**config.mk**
```make
export PLATFORM = sky130hd
export DESIGN_NAME = gcd_unit
export DESIGN_NICKNAME = d
export VERILOG_FILES = /design/src/rtl/gcd_unit.sv
export SDC_FILE = /design/constraint.sdc
export NUM_CORES = 1
export LEC_CHECK = 0
export ABC_CLOCK_PERIOD_IN_PS = 3600
export BUFFER_PORTS_ARGS = -buffer_cell sky130_fd_sc_hd__buf_4
export CAP_MARGIN = 20
export CORE_ASPECT_RATIO = 1.1
export CORE_UTILIZATION = 60
export DETAILED_ROUTE_END_ITERATION = 16
export GPL_TIMING_DRIVEN = 0
export PLACE_DENSITY = 0.9
export SLEW_MARGIN = 20
export SYNTH_ARGS = -nofsm -noshare
export SYNTH_HDL_FRONTEND = slang
export SYNTH_SLANG_ARGS = --single-unit
```
**constraint.sdc**
```tcl
create_clock -name clk -period 3.6 [get_ports clk]
set_clock_uncertainty 0.15 [all_clocks]
set_input_delay 0.9 -clock clk [delete_from_list [all_inputs] [get_ports clk]]
set_output_delay 0.9 -clock clk [all_outputs]
set_load 0.01 [all_outputs]
```
**src/rtl/gcd_unit.sv**
```systemverilog
// gcd_unit: iterative 16-bit greatest-common-divisor engine.
//
// Operands arrive serially on data_in after a start pulse: A on the cycle
// after start is sampled, then B on the following cycle. The engine then
// subtracts the smaller register from the larger, one step per cycle, until
// the two match. It then holds the result in A with done high.
//
// Ports
//   clk      in   1  single clock, rising edge
//   rst      in   1  synchronous active-high reset
//   start    in   1  begin a new computation (sampled in IDLE and DONE)
//   data_in  in  16  operand bus: A, then B on the next cycle
//   done     out  1  high while a valid result is held
//   gcd_out  out 16  result (the A register), valid while done is high
//
// state  | meaning
// IDLE   | waiting for start after reset
// LOAD_A | capture A from data_in
// LOAD_B | capture B from data_in
// RUN    | one subtract/compare step per cycle
// DONE   | result held in A, done high, waiting for the next start

module gcd_unit (
    input  logic        clk,
    input  logic        rst,
    input  logic        start,
    input  logic [15:0] data_in,
    output logic        done,
    output logic [15:0] gcd_out
);

    typedef enum logic [2:0] {
        IDLE   = 3'd0,
        LOAD_A = 3'd1,
        LOAD_B = 3'd2,
        RUN    = 3'd3,
        DONE   = 3'd4
    } state_t;

    state_t      state;
    state_t      state_next;

    logic [15:0] reg_a;
    logic [15:0] reg_b;
    logic [15:0] a_next;
    logic [15:0] b_next;
    logic [15:0] diff;

    logic        lt;
    logic        gt;
    logic        eq;
    logic        a_zero;
    logic        b_zero;
    logic        sub_b_minus_a;

    // Comparator flags for A versus B. lt is implied by the priority order
    // in RUN, so it is only used to choose the subtractor's operand order.
    assign lt     = (reg_a < reg_b);
    assign gt     = (reg_a > reg_b);
    assign eq     = (reg_a == reg_b);
    assign a_zero = (reg_a == 16'd0);
    assign b_zero = (reg_b == 16'd0);

    // A single shared subtractor. The controller always asks for larger minus
    // smaller, so the result can never underflow.
    assign diff = sub_b_minus_a ? (reg_b - reg_a) : (reg_a - reg_b);

    always_comb begin
        state_next    = state;
        a_next        = reg_a;
        b_next        = reg_b;
        sub_b_minus_a = 1'b0;

        case (state)
            IDLE: begin
                if (start) begin
                    state_next = LOAD_A;
                end
            end
            LOAD_A: begin
                a_next     = data_in;
                state_next = LOAD_B;
            end
            LOAD_B: begin
                b_next     = data_in;
                state_next = RUN;
            end
            RUN: begin
                if (b_zero || eq) begin
                    // gcd(x,0)=x and gcd(x,x)=x: A already holds the result.
                    state_next = DONE;
                end else if (a_zero) begin
                    // gcd(0,x)=x: move B into A so the result lives in A.
                    a_next     = reg_b;
                    state_next = DONE;
                end else if (gt) begin
                    a_next = diff;
                end else begin
                    sub_b_minus_a = lt;
                    b_next        = diff;
                end
            end
            DONE: begin
                if (start) begin
                    state_next = LOAD_A;
                end
            end
            default: begin
                state_next = IDLE;
            end
        endcase
    end

    always_ff @(posedge clk) begin
        if (rst) begin
            state <= IDLE;
            reg_a <= 16'd0;
            reg_b <= 16'd0;
            done  <= 1'b0;
        end else begin
            state <= state_next;
            reg_a <= a_next;
            reg_b <= b_next;
            // Registered copy of the state decode, so done is high exactly
            // while the state register holds DONE.
            done  <= (state_next == DONE);
        end
    end

    assign gcd_out = reg_a;

endmodule

```
==> results of run 1 <==
==> cell families after synthesis <==
logic type      share of synthesized area (%)
flops                                    20.9
mux                                      3.38
fa+ha+maj                                12.4
xor+xnor                                 2.80
compound gates                           34.9
buf+inv                                  7.31
simple gates                             18.2
==> final cells by class <==
type | instances | area, um2
Tap cell | 75 | 93.8
Clock inverter | 2 | 35.0
Clock buffer | 6 | 72.6
Multi-Input combinational cell | 357 | 2530
Fill cell | 490 | 1520
Inverter | 35 | 131
Buffer | 22 | 97.6
Sequential cell | 36 | 722
Timing Repair Buffer | 35 | 263
==> state kept, by name (all words and copies together), names as in the netlist <==
register  flops
done          1
gcd_out      16
reg_b        16
state         3
==> per-layer routing <==
layer | vias up | GRT usage (%)
met1 | 1830 | 49.7
met5 | - | 0
met3 | 69 | 9.57
met4 | 0 | 26.0
met2 | 268 | 65.5
li1 | 1770 | -
==> repair_timing <==
item                                    4_1_cts  5_1_grt
gates resized for setup                       6       20
hold buffers                                  0        0
cloned                                        0        0
endpoints found under the setup margin       16       27
==> power by group through the flow <==
| stage | Combinational, mW | Clock (mW) | Sequential [mW] |
|---|---|---|---|
| after floorplan | 1.23 | 0 | 0.544 |
| after global placement | 1.66 | 0 | 0.558 |
| after detailed placement | 1.69 | 0 | 0.560 |
| after CTS | 1.72 | 0.366 | 0.551 |
| after global routing | 1.97 | 0.386 | 0.564 |
| final | 1.83 | 0.375 | 0.559 |
==> through the flow <==
step                      util, %  cells
after floorplan                 -    459
after global placement       69.5    569
after detailed placement     69.5    569
after CTS                    71.8    577
after global routing         72.3    568
final                        72.3    568
==> synthesized netlist by cell type (3+ instances only) <==
cell type  count
nor3_1         7
o31ai_1       11
ha_1          31
nor2b_1        4
nor4_1         9
a21oi_1       37
a311oi_1       6
nand2_1       35
a21o_1         9
mux2i_1        9
clkbuf_1      26
xor2_1         3
and4_1         4
buf_2          3
nand3_1        5
nand4_1        6
xnor2_1        8
a31oi_1       15
o32ai_1        3
nor2_1        31
o21bai_1       3
a211oi_1      10
inv_1         35
o21ai_0       41
a221oi_1       4
o211ai_1       8
o21a_1         7
nand2b_1      11
a2111o_1       3
dfxtp_1       36
==> layout by cell type (no fill, tap or decap), types with 4 or more instances in the layout <==
cell and count:
mux2i_1 9, inv_1 35, nand2b_1 11, clkbuf_1 16
nor2b_1 4, o21a_1 7, and4_1 4, clkbuf_8 5
buf_4 35, a31oi_1 15, o21ai_0 39, nand3_1 5
nand4_1 6, nand2_1 35, a311oi_1 6, a21oi_1 36
nor2_1 30, a211oi_1 7, a221oi_1 4, o31ai_1 11
nor3_1 5, ha_1 28, o211ai_1 8, nor4_1 8
a21o_1 9, xnor2_1 8, dfxtp_1 35
==> how the worst min path moves through the flow <==
| stage | startpoint | endpoint | slack, ps | cells after the start |
|---|---|---|---|---|
| 3_3_place_gp | reg_b[11] | reg_b[11] | 350 | 2 |
| 2_1_floorplan | reg_b[11] | reg_b[11] | 320 | 2 |
| 3_5_place_dp | reg_b[0] | reg_b[0] | 370 | 2 |
| 6_report | reg_b[15] | reg_b[15] | 390 | 2 |
| 5_1_grt | reg_b[11] | reg_b[11] | 400 | 2 |
| 4_1_cts | reg_b[0] | reg_b[0] | 380 | 2 |
==> worst register-to-register path, delay by kind of cell, from the launching register on <==
family / cells / cell delay [ps]
AO/OA/AOI/OAI: 2 / 470
AND/OR/NAND/NOR: 4 / 1170
adder cells (fa/ha/maj): 1 / 420
buffers and inverters: 1 / 80
flip-flops: 1 / 470
multiplexers: 2 / 630
==> impl_metrics.yaml, run 1 <==
status:
  status: "complete, no violations"
power_and_ir_drop:
  comb_power_share_pct: 66.2
  ir_worst_vdd_v: 0.000386
  internal-power_mw: 1.36
  seqPwrFrac_pct: 20.2
  p_clk_share_pct: 13.6
  p_sw_share_pct: 50.6
  p_leak_nw: 1.62
  power.total_mw: 2.76
  power_density_mw_per_mm2: 699
  switching_power_mw: 1.40
worst_hold_path:
  hold_path.class: "reg2reg"
logic_synthesis:
  ys_seq_area_share_pct: 20.9
  synth-seq-cells: 36
  synth_area_per_cell_um2: 7.50
  syn_nets: 511
  synthesis.area_mm2: 0.00344
  synth_top_cell_area_share_pct: 20.9
  netlist_instances: 459
  synth_edf_count: 0
  yosysTopAreaCell: "dfxtp_1"
  synth_area_leaders: "dfxtp_1, ha_1, o21ai_0"
  ys_warn_count: 0
  async_reset_ff_share_pct: 0
  yosysUniqueCellTypes: 59
  synthFlopType: "dfxtp_1"
routing:
  wl_met1_um: 4830
  vias: 3937
  met2RoutedLength_um: 5580
  vias_per_cell: 6.93
  drc: 0
  drt-total-wl_um: 12200
  final_antenna_net_count: 0
  wl_per_cell_um: 21.5
  wl_met3_um: 1110
  top_layer_used: "met4"
  drt_iter0_drc: 471
  first_pass_iters: 5
setup_path:
  crit_path_end: "reg_b[4]"
  startpoint_type: "register"
  cp.arrival_ps: 3530
  path_class: "reg2reg"
  timing.rr.end: "reg_b[4]"
  r2r_cells: 10
  crit_path_end_kind: "register"
  cp_top_family: "simple AND/OR/NAND/NOR gates"
  crit_slowest_cell: "dfxtp_1"
  worstReg2RegStart: "gcd_out[14]"
  cp.depth: 10
  reg2reg_slack_ps: 80
  crit_start: "gcd_out[14]"
  path_cells: "inv_1, ha_1, nand4_1, nor4_2, or3b_1, or3_4, mux2_4, a221oi_4, mux2i_1, a311oi_2"
  crit_fanout: 9
  required_ps: 3610
  worst-path-buf-inv: 1
  slowest_delay_ps: 470
grt:
  antenna_found_initial: 0
  grt_pass1_vias: 3607
  overflow: 0
  grt_start_max_net_pins: 12
  grtUsageTotal_pct: 41.1
  grt_first_pass_wirelength_um: 18300
die:
  initial_core_util_pct: 63.0
  rows: 28
  dieHeight_um: 81.4
  core_mm2: 0.00547
  die_w_um: 74.2
  top_level_ports: 36
  die-area_mm2: 0.00604
timing:
  tightest_slew_ps: 747
  fmax_mhz: 284
  holdWs_ps: 385
  fin_crit_ps: 3520
  relSlewSlack_pct: 50.1
  finalHoldViolCount: 0
  worst_slack_ps: 80.9
  finalCritPeriodShare_pct: 97.8
  fin_tns_setup_ps: 0
  setup_viol: 0
  slew_violations: 0
  rsz0062_at_grt: "yes"
place:
  globalplace.congestion: 0.952
  dp_hpwl_um: 9010
  placed_area_mm2: 0.00380
  dp_slack_ps: -418
  portBuffers: 35
clock_network:
  h-tree-depth: 2
  insertion_delay_ps: 300
  cts_buffers: 5
  cts.sinks: 36
  clkSlewWorstSetupHoldPaths_ps: 80
  cts_buffer_depth: 2
  root_buffer: "clkbuf_8"
  postCtsSetupBuffers: 0
  cts_tree: "yes"
final_layout:
  num_antenna_cells: 0
  drive_above_1_share_pct: 13.8
  final_area_mm2: 0.00395
  synthToLayoutAreaGrowth_pct: 14.8
  nNetsFinal: 544
run:
  max_cap_viol_count: 0
No activity file was read; power rests on OpenSTA's default activity.
==> inputs of run 2 (changes only) <==
--- a/config.mk
+++ b/config.mk
@@ -5,14 +5,15 @@
 export SDC_FILE = /design/constraint.sdc
 export NUM_CORES = 1
 export LEC_CHECK = 0
-export ABC_CLOCK_PERIOD_IN_PS = 3600
+export ABC_CLOCK_PERIOD_IN_PS = 3800
 export BUFFER_PORTS_ARGS = -buffer_cell sky130_fd_sc_hd__buf_4
 export CAP_MARGIN = 20
 export CORE_ASPECT_RATIO = 1.1
-export CORE_UTILIZATION = 60
+export CORE_UTILIZATION = 45
 export DETAILED_ROUTE_END_ITERATION = 16
 export GPL_TIMING_DRIVEN = 0
-export PLACE_DENSITY = 0.9
+export PLACE_DENSITY = 0.73
+export SETUP_SLACK_MARGIN = 0.02
 export SLEW_MARGIN = 20
 export SYNTH_ARGS = -nofsm -noshare
 export SYNTH_HDL_FRONTEND = slang
==> constraint.sdc (replaced) <==
create_clock -name clk -period 3.8 [get_ports clk]
set_clock_uncertainty 0.15 [all_clocks]
set_input_delay 0.95 -clock clk [delete_from_list [all_inputs] [get_ports clk]]
set_output_delay 0.95 -clock clk [all_outputs]
set_load 0.01 [all_outputs]
==> run 2 against run 1 <==
Critical path type unchanged. Combinational power decreased by 9%. Global-route usage shrank 9.4 points. Register-to-register slack improved by 100 ps. Non-clock buffer count grew 4. Clock power decreased by 18%. First-iteration DRC count is 36% lower. Maximum frequency down 2.7%.
==> impl_metrics.yaml, run 2 (synthesis results as in run 1) <==
place:
  placed_area_mm2: 0.00381
  portBuffers: 35
  globalplace.congestion: 0.998
  dp_hpwl_um: 9360
setup_path:
  reg2reg_slack_ps: 180
  required_ps: 3860
  worstReg2RegStart: "gcd_out[11]"
  timing.rr.end: "reg_b[13]"
  cp.arrival_ps: 3670
  cp_top_family: "compound AO/OA/AOI/OAI gates"
  path_cells: "inv_1, ha_1, buf_2, a21oi_1, o21ai_0, a211oi_1, nand4_1, a211o_1, clkbuf_1, nor2_4, o311ai_0, o31ai_1"
  path_class: "reg2reg"
  r2r_cells: 12
  slowest_delay_ps: 440
  startpoint_type: "register"
  worst-path-buf-inv: 3
  crit_slowest_cell: "dfxtp_1"
  crit_fanout: 10
  crit_path_end_kind: "register"
timing:
  slew_violations: 0
  finalCritPeriodShare_pct: 95.2
  tightest_slew_ps: 795
  finalHoldViolCount: 0
  holdWs_ps: 378
  setup_viol: 0
  fmax_mhz: 276
  fin_crit_ps: 3620
  rsz0062_at_grt: "no"
  relSlewSlack_pct: 47.0
power_and_ir_drop:
  power_density_mw_per_mm2: 640
  p_leak_nw: 1.61
  ir_worst_vdd_v: 0.000276
  comb_power_share_pct: 66.7
  internal-power_mw: 1.21
  p_sw_share_pct: 51.9
  p_clk_share_pct: 12.2
  switching_power_mw: 1.30
  seqPwrFrac_pct: 21.1
final_layout:
  final_common_cell: "o21ai_0"
  drive_above_1_share_pct: 12.1
  n_fill_cell: 775
  layout_common_cells: "o21ai_0, a21oi_1, dfxtp_1"
  nNetsFinal: 548
  num_antenna_cells: 0
  synthToLayoutAreaGrowth_pct: 13.9
  final_area_mm2: 0.00392
worst_hold_path:
  hold_end: "reg_b[11]"
  min_from: "reg_b[11]"
  whs_path_depth: 2
  hold_path.class: "reg2reg"
routing:
  drt-total-wl_um: 12500
  drt_iter0_drc: 302
  final_antenna_net_count: 0
  drc: 0
  wl_per_cell_um: 21.5
  first_pass_iters: 5
  vias: 3827
  vias_per_cell: 6.55
grt:
  antenna_found_initial: 0
  grtUsageTotal_pct: 31.8
  grt_start_max_net_pins: 14
  grt_pass1_vias: 3611
  overflow: 0
  grt_first_pass_wirelength_um: 19200
clock_network:
  clkSlewWorstSetupHoldPaths_ps: 90
  cts_tree: "yes"
  insertion_delay_ps: 310
  hold_buffers: 0
  h-tree-depth: 2
  root_buffer: "clkbuf_8"
  cts_buffer_depth: 2
  cts_buffers: 5
  cts.sinks: 36
die:
  die-area_mm2: 0.00800
  dieHeight_um: 93.7
  rows: 33
  top_level_ports: 36
  die_w_um: 85.4
  core_mm2: 0.00743
  initial_core_util_pct: 46.3
run:
  max_cap_viol_count: 0
status:
  status: "complete, no violations"
-- run 2: worst max-delay path by stage --
| stage | startpoint | to | depth (start not counted) |
|---|---|---|---|
| after floorplan | gcd_out[11] | reg_b[4] | 11 |
| after global placement | gcd_out[9] | reg_b[12] | 11 |
| after detailed placement | gcd_out[9] | reg_b[12] | 11 |
| after CTS | gcd_out[13] | reg_b[10] | 12 |
| after global routing | gcd_out[11] | reg_b[15] | 12 |
| final | gcd_out[11] | reg_b[13] | 12 |
-- run 2: layout make-up --
| cell class | instances | area, um2 | area share [%] |
|---|---|---|---|
| multi-input combinational | 357 | 2500 | 63.8 |
| sequential | 36 | 721 | 18.4 |
| timing repair buffer | 35 | 263 | 6.70 |
| inverter | 35 | 131 | 3.35 |
| tap | 87 | 109 | 2.78 |
| buffer | 26 | 104 | 2.65 |
| clock buffer | 5 | 68.8 | 1.76 |
| clock inverter | 3 | 23.8 | 0.606 |
-- run 2: through the flow --
step           setup WS (ps)  instances  utilization (%)  TNS, ps  total power, mW
4_1_cts                 91.6        589             52.7        0             2.45
2_1_floorplan            625        459                -        0             1.68
3_5_place_dp            -395        581             51.3    -2940             2.13
5_1_grt                 38.6        584             52.7        0             2.67
3_3_place_gp            -377        581             51.3    -2560             2.12
6_report                 183        584             52.7        0             2.51
-- run 2: power groups by stage --
stage | sequential, mW | combinational (mW) | clock (mW)
CTS | 0.526 | 1.61 | 0.305
global route | 0.535 | 1.82 | 0.320
finish | 0.528 | 1.67 | 0.306
global placement | 0.532 | 1.58 | 0
detailed placement | 0.534 | 1.60 | 0
floorplan | 0.515 | 1.16 | 0
-- run 2: timing repair --
action	CTS	global route
hold endpoints to repair	0	0
buffers inserted	0	0
resized for setup	3	6
endpoints found under the setup margin	10	20
-- run 2: layer usage --
layer,wire [um],vias up,GRT usage [%]
li1,-,1768,-
met1,5300,1843,39.8
met2,5850,172,53.0
met3,737,44,3.51
met4,664,0,18.1
met5,0,-,0
-- run 2: worst register-to-register path, delay by kind of cell, from the launching register on --
kind                     cells  cell delay, ps
flip-flops                   1             440
AO/OA/AOI/OAI                6            1500
adder cells (fa/ha/maj)      1             290
AND/OR/NAND/NOR              2             630
buffers and inverters        3             520
